--- src/rtl/writeback_queue.sv ---
`default_nettype none
// +--------------------------------------------------------------------------+
// | writeback_queue: in-order write queue in front of the register file,     |
// | with two forwarding lookup ports.          Rev 1.0                       |
// +--------------------------------------------------------------------------+
module writeback_queue #(
   parameter int DATA_W  = 16,
   parameter int DEPTH   = 4,
   parameter bit DROP_R0 = 1'b1
) (
   input  logic              clk,
   input  logic              arst_n,
   input  logic              mem_valid,
   output logic              mem_ready,
   input  logic [4:0]        mem_waddr,
   input  logic [DATA_W-1:0] mem_wdata,
   input  logic              alu_valid,
   output logic              alu_ready,
   input  logic [4:0]        alu_waddr,
   input  logic [DATA_W-1:0] alu_wdata,
   input  logic              wb_hold,
   output logic              reg_write,
   output logic [4:0]        waddr,
   output logic [DATA_W-1:0] wdata,
   input  logic [4:0]        fwd_raddr_1,
   input  logic [4:0]        fwd_raddr_2,
   output logic              fwd_hit_1,
   output logic              fwd_hit_2,
   output logic [DATA_W-1:0] fwd_data_1,
   output logic [DATA_W-1:0] fwd_data_2,
   output logic              wb_idle
);

   localparam int c_pw = $clog2(DEPTH);
   localparam int c_cw = c_pw + 1;
   localparam logic [c_cw-1:0] c_full = c_cw'(DEPTH);

   logic [4:0]        r_addr [DEPTH];
   logic [DATA_W-1:0] r_data [DEPTH];
   logic [c_pw-1:0]   r_wr_ptr;
   logic [c_pw-1:0]   r_rd_ptr;
   logic [c_cw-1:0]   r_count;

   logic              w_full;
   logic              w_empty;
   logic              w_acc_mem;
   logic              w_acc_alu;
   logic [4:0]        w_enq_addr;
   logic [DATA_W-1:0] w_enq_data;
   logic              w_push;
   logic              w_pop;
   logic [c_pw-1:0]   w_idx;

   assign w_full  = (r_count == c_full);
   assign w_empty = (r_count == '0);

   // Ready depends only on the stored count, so a full queue never passes through.
   assign mem_ready = !w_full;
   assign alu_ready = !w_full && !mem_valid;

   assign w_acc_mem  = mem_valid && mem_ready;
   assign w_acc_alu  = alu_valid && alu_ready;
   assign w_enq_addr = w_acc_mem ? mem_waddr : alu_waddr;
   assign w_enq_data = w_acc_mem ? mem_wdata : alu_wdata;
   assign w_push     = (w_acc_mem || w_acc_alu) && !(DROP_R0 && (w_enq_addr == 5'd0));

   assign reg_write = !w_empty && !wb_hold;
   assign w_pop     = reg_write;
   assign waddr     = w_empty ? 5'd0 : r_addr[r_rd_ptr];
   assign wdata     = w_empty ? '0 : r_data[r_rd_ptr];
   assign wb_idle   = w_empty;

   always_ff @(posedge clk) begin
      if (!arst_n) begin
         r_wr_ptr <= '0;
         r_rd_ptr <= '0;
         r_count  <= '0;
         for (int i = 0; i < DEPTH; i++) begin
            r_addr[i] <= 5'd0;
            r_data[i] <= '0;
         end
      end else begin
         if (w_push) begin
            r_addr[r_wr_ptr] <= w_enq_addr;
            r_data[r_wr_ptr] <= w_enq_data;
            r_wr_ptr         <= r_wr_ptr + c_pw'(1);
         end
         if (w_pop) begin
            r_rd_ptr <= r_rd_ptr + c_pw'(1);
         end
         case ({w_push, w_pop})
            2'b10:   r_count <= r_count + c_cw'(1);
            2'b01:   r_count <= r_count - c_cw'(1);
            default: r_count <= r_count;
         endcase
      end
   end

   // Scan oldest to youngest so the youngest matching entry overrides older ones.
   always_comb begin
      fwd_hit_1  = 1'b0;
      fwd_hit_2  = 1'b0;
      fwd_data_1 = '0;
      fwd_data_2 = '0;
      w_idx      = r_rd_ptr;
      for (int i = 0; i < DEPTH; i++) begin
         w_idx = r_rd_ptr + c_pw'(i);
         if (c_cw'(i) < r_count) begin
            if (r_addr[w_idx] == fwd_raddr_1) begin
               fwd_hit_1  = 1'b1;
               fwd_data_1 = r_data[w_idx];
            end
            if (r_addr[w_idx] == fwd_raddr_2) begin
               fwd_hit_2  = 1'b1;
               fwd_data_2 = r_data[w_idx];
            end
         end
      end
   end

endmodule
`default_nettype wire

--- config.mk ---
export PLATFORM = sky130hd
export DESIGN_NAME = writeback_queue
export DESIGN_NICKNAME = d
export VERILOG_FILES = /design/src/rtl/writeback_queue.sv
export SDC_FILE = /design/constraint.sdc
export NUM_CORES = 1
export LEC_CHECK = 0
export CORE_ASPECT_RATIO = 0.8
export CORE_MARGIN = 1
export CORE_UTILIZATION = 50
export CTS_BUF_LIST = sky130_fd_sc_hd__clkbuf_8 sky130_fd_sc_hd__clkbuf_16
export DETAILED_ROUTE_END_ITERATION = 10
export PLACE_DENSITY = 0.77
export REMOVE_ABC_BUFFERS = 1
export SETUP_SLACK_MARGIN = 0.2
export SLEW_MARGIN = 30
export SYNTH_ARGS = -nofsm -noshare
export SYNTH_HDL_FRONTEND = slang
export SYNTH_SLANG_ARGS = --single-unit
--- constraint.sdc ---
create_clock -name clk -period 5.81 [get_ports clk]
set_input_delay 0.581 -clock clk [delete_from_list [all_inputs] [get_ports clk]]
set_output_delay 0.581 -clock clk [all_outputs]
set_load 0.02 [all_outputs]
# Word level (Yosys, flattened, before mapping)
# Memory sizes are Yosys's and may differ from the RTL's. A register that Yosys moved wholly into a read port is not among the register bits.
# Index checks and enable logic that the tools add are counted.
[word_totals] reg_bits=7 ramBits=84 in_bits=57 out_inout_bits=59 wordCells=93 n_memories=2
[op_classes] addsub=6 order_cmp=4 n_eq_ne=11 mux=51 reduce_logical=16
[memory_table] name="r_data" words=4 width=16 read_ports=4 rd_clocked_by_memory_dff=1 write_ports=4 line_no="39" text="logic [DATA_W-1:0] r_data [DEPTH];"
[memory_table] name="r_addr" words=4 width=5 read_ports=4 rd_clocked_by_memory_dff=1 write_ports=4 line_no="38" text="logic [4:0] r_addr [DEPTH];"
[op_table] operator="16-bit two-way mux" count=19
[op_table] operator="5-bit == test" count=8
[op_table] operator="1-bit two-way mux" count=22
[op_table] operator="16-bit OR reduction" count=1
[op_table] operator="5-bit two-way mux" count=3
[op_table] operator="2-bit two-way mux" count=6
[op_table] operator="1-bit by 3-bit less-than comparator with 1-bit output, first input constant" count=2
[op_table] operator="2-bit by 3-bit less-than comparator with 1-bit output, first input constant" count=2
[op_table] operator="3-bit one-hot mux with 2 select lines" count=1
[op_table] operator="1-bit logical AND" count=5
[op_table] operator="1-bit zero test" count=5
[op_table] operator="5-bit zero test" count=1
[op_table] operator="5-bit OR reduction" count=1
[op_table] operator="2-bit by 1-bit adder with 2-bit output, second input constant" count=2
[op_table] operator="2-bit adder, second input constant" count=2
[op_table] operator="3-bit by 1-bit adder with 3-bit output, second input constant" count=1
[op_table] operator="3-bit == test, second input constant" count=1
[op_table] operator="3-bit zero test" count=1
[op_table] operator="3-bit by 1-bit subtractor with 3-bit output, second input constant" count=1
[op_table] operator="2-bit by 1-bit == test with 1-bit output, second input constant" count=1
[op_table] operator="2-bit == test, second input constant" count=1
[op_table] operator="2-bit nonzero test" count=1
[op_table] operator="1-bit logical OR" count=1

# Longest topological paths before layout
[depth] ltp_word=12 depth_mapped=11 ltp_nobuf=8

# Worst setup path after synthesis
# No wires, ideal clock.
[synth_timing] path_kind="register to register" startpoint="register r_count[0]" endpoint="memory r_addr[1][0] (enable)" setup_time_ns=0.428 t_arrival_ns=2.924 required_time_ns=5.382 path_slack_ns=2.458 stages_incl_launch_ff=6 n_path_buf=0 synth_period_minus_slack_ns=3.352 cell_sequence="dfxtp_1 > inv_1 > ha_1 > a221oi_1 > nand2_1 > o21ai_0"
[synth_rtl] element="start, declared" line_no="42" text="logic [c_cw-1:0] r_count;"
[synth_rtl] element="start signal, assigned" line_no="92" text="2'b10: r_count <= r_count + c_cw'(1);"
[synth_rtl] element="start signal, assigned" line_no="93" text="2'b01: r_count <= r_count - c_cw'(1);"
[synth_rtl] element="start signal, assigned" line_no="94" text="default: r_count <= r_count;"
[synth_rtl] element="end, declared" line_no="38"

# Final worst setup path
[layout_timing] startpoint="register r_rd_ptr[0]" endpoint="output port fwd_data_2[15]"
[layout_via] elab_chain_cells=9
[layout_rtl] element="start, declared" line_no="41" text="logic [c_pw-1:0] r_rd_ptr;"
[layout_rtl] element="start signal, assigned" line_no="89" text="r_rd_ptr <= r_rd_ptr + c_pw'(1);"
[layout_rtl] element="2-bit by 1-bit adder with 2-bit output" line_no="107" text="w_idx = r_rd_ptr + c_pw'(i);"
[layout_rtl] element="memory 4 x 5 bit"
[layout_rtl] element="5-bit == test" line_no="113" text="if (r_addr[w_idx] == fwd_raddr_2) begin"
[layout_rtl] element="16-bit two-way mux" line_no="113"
[layout_rtl] element="16-bit two-way mux" line_no="108" text="if (c_cw'(i) < r_count) begin"
[layout_rtl] element="16-bit two-way mux" line_no="113"
[layout_rtl] element="16-bit two-way mux" line_no="108"
[layout_rtl] element="16-bit two-way mux" line_no="113"
[layout_rtl] element="16-bit two-way mux *" line_no="108"
[layout_rtl] element="end, declared" line_no="30" text="output logic [DATA_W-1:0] fwd_data_2,"
# Mark *: on every way between the ends. The rest lies on a longest branch, timed or not.

==> flow_metrics.tcl <==
set metrics [dict create \
    synth_ff_type "edfxtp_1" \
    grt_remaining_overflow 0 \
    setup_viol 0 \
    synth-compound-area-share 0.127 \
    synthCells 746 \
    syn2layout_area_growth_pct 20.3 \
    hold_viol_final 0 \
    finish.utilization 0.629 \
    yosys.area_share.simple 0.165 \
    period_needed_ns 5.18 \
    syn_area_um2 7630 \
    ant_nets 0 \
    finClkSkew_ns 0.00576 \
    peakVddDrop_mv 0.197 \
    final_max_slew_viol_count 0 \
    synth_top_family_by_area "multiplexers" \
    max_slew_margin 0.323 \
    cts_tree "yes" \
    period_share 0.891 \
    cp-startpoint "r_rd_ptr[0]$_SDFFE_PN0P_" \
    crit_required_ns 5.23 \
    ys_seq_elements 93 \
    cts_num_sinks 93 \
    endpoint_kind "output pin" \
    synth.most_common_cell "edfxtp_1" \
    worstMarginPinSlew_ns 1.01 \
    worstHoldPathType "reg2reg" \
    antenna_found_initial 0 \
    drt_iter0_markers 827 \
    ys_top_cells_by_area "edfxtp_1, mux2i_1, mux4_2, xnor2_1, nor2b_1" \
    drive_above_1_share 0.124 \
    worstRegToRegCells 9 \
    rsz0062_at_grt "no" \
    synth_edf_count 84 \
    muxShareOfSynthArea 0.242 \
    synth_fa_ha_area_frac 0.00820 \
    ys_types 51 \
    route.detailed.drc 0 \
    insertion_delay_ns 0.35 \
    antenna_cells 0 \
    die_y_um 112 \
    avgSynthCellArea_um2 10.2 \
    wl_per_cell_um 23.2 \
    port-buffer-count 115 \
    die_w_um 140 \
    dp_hpwl_um 15800 \
    p_leak_nw 3.13 \
    synth_commonest_cells "edfxtp_1, mux2i_1, nand2_1, nor2_1, nor3_1" \
    vias 6748 \
    ys_seq_area_frac 0.354 \
    place_congestion 0.906 \
    power_mw 3.38 \
    fin_tns_setup_ns 0 \
    endpoint "fwd_data_2[15]" \
    io_pins 116 \
    dp_cells 1000 \
    routed_via_density 6.64 \
    path_class "reg2out" \
    hold_buffers 0 \
    root_buffer "clkbuf_16" \
    cts_max_level 3 \
    final_nets 890 \
    cp.arrival_ns 4.60 \
    grt_pass1_vias 6740 \
    p_per_area_nw_per_um2 369 \
    clk_pin_slew_ns 0.06 \
    r2r-end "r_data[0][1]$_SDFFCE_PN0P_" \
    cts_buffer_depth 2 \
    fp-row-count 39 \
    worstSetupStartpointType "flip-flop" \
    ff2ff_setup_slack_ns 1.96 \
    layoutNonFillerInstCount 1017 \
    path_max_fanout 37 \
    hold_ws_ns 0.664 \
    yosys.area.top_type "edfxtp_1" \
    totalWireLength_um 23600 \
    async_reset_ff_frac 0 \
    dieArea_um2 15800 \
    cts_resized 0 \
    yosys.area.top_type_share 0.331 \
    status "complete, no violations" \
    cts_setup_buffers 0 \
    dr.pass1.iters 5 \
    grt_usage 0.304 \
    max_clock_freq_mhz 193 \
    regToRegStartpoint "r_count[0]$_SDFFE_PN0P_" \
    synth-xor-area-share 0.0563 \
    grt_max_degree 65 \
    cap_violations 0 \
    cts_inserted_buffers 9 \
    core_area_um2 14600 \
    start_util 0.523 \
    ys_warn_count 0 \
    grt_first_pass_wirelength_um 36300 \
]
## sequential cells by signal, summed over array words and instances (netlist names), named ones only
register  cells
r_wr_ptr      2
r_data       64
r_count       3
r_addr       20
r_rd_ptr      2
## layer usage
| metal | global-route usage | part of all wire | vias up |
|---|---|---|---|
| li1 | - | - | 2989 |
| met1 | 0.395 | 0.40 | 3247 |
| met2 | 0.501 | 0.47 | 459 |
| met3 | 0.0555 | 0.10 | 53 |
| met4 | 0.134 | 0.022 | 0 |
| met5 | 0 | 0 | - |
## worst min-delay path by stage
| stage | endpoint | cells after the start | from | slack (ns) |
|---|---|---|---|---|
| final | r_wr_ptr[1]$_SDFFE_PN0P_ | 2 | r_wr_ptr[1]$_SDFFE_PN0P_ | 0.66 |
| after global routing | r_wr_ptr[1]$_SDFFE_PN0P_ | 2 | r_wr_ptr[1]$_SDFFE_PN0P_ | 0.71 |
| after CTS | r_wr_ptr[1]$_SDFFE_PN0P_ | 2 | r_wr_ptr[1]$_SDFFE_PN0P_ | 0.66 |
| after detailed placement | r_wr_ptr[1]$_SDFFE_PN0P_ | 2 | r_wr_ptr[1]$_SDFFE_PN0P_ | 0.64 |
| after global placement | r_wr_ptr[0]$_SDFFE_PN0P_ | 2 | r_wr_ptr[0]$_SDFFE_PN0P_ | 0.62 |
| after floorplan | r_count[2]$_SDFFE_PN0P_ | 2 | r_count[2]$_SDFFE_PN0P_ | 0.57 |
## report_power, final
group          total, mW  internal [mW]  switching, mW
Combinational       1.82          0.776           1.05
Clock              0.525          0.283          0.242
Sequential          1.03          0.865          0.170
Total               3.38           1.92           1.46
## kinds of logic (layout without fill, tap and decap cells)
family | Yosys count | after routing
XOR/XNOR | 49 | 49
buffers and inverters | 73 | 160
AND/OR/NAND/NOR | 252 | 252
multiplexers | 131 | 131
adder cells (fa/ha/maj) | 5 | 5
flip-flops | 93 | 93
AO/OA/AOI/OAI | 143 | 143
## critical path, cell delays in order, from the launching register on
cell             delay (ns)
dfxtp_2                0.79
buf_4                  0.41
mux4_1                 0.61
xor2_1                 0.19
nor4_4                 0.23
and2_1                 0.85
mux2_1                 0.39
o211a_1                0.22
clkdlybuf4s50_1        0.53
## cell usage in the layout, fill, tap and decap left out, types with 15 or more instances in the layout
| cell | count |
|---|---|
| edfxtp_1 | 84 |
| xnor2_1 | 37 |
| mux2_2 | 15 |
| o21ai_0 | 34 |
| nor2b_1 | 36 |
| mux2i_1 | 76 |
| nor2_1 | 51 |
| buf_4 | 21 |
| nand3_1 | 30 |
| a31oi_1 | 17 |
| nand2_1 | 56 |
| a211oi_1 | 17 |
| mux4_2 | 32 |
| nor3_1 | 44 |
| a21oi_1 | 32 |
| clkdlybuf4s50_1 | 115 |
## area by class of cell
type                            count  area, um2
Fill cell                        1150       5410
Multi-Input combinational cell    580       4610
Sequential cell                    93       2710
Inverter                            6       22.5
Clock buffer                        9        225
Tap cell                          184        230
Clock inverter                      7       35.0
Timing Repair Buffer              138       1350
## per-stage QoR
stage | instance area, um2 | setup WS (ns)
2_1_floorplan | 7280 | -0.815
3_5_place_dp | 8890 | 1.11
6_report | 9180 | 0.632
3_3_place_gp | 8860 | 1.20
5_1_grt | 9180 | 0.521
4_1_cts | 9150 | 0.725
(Power assumes the default switching activity.)
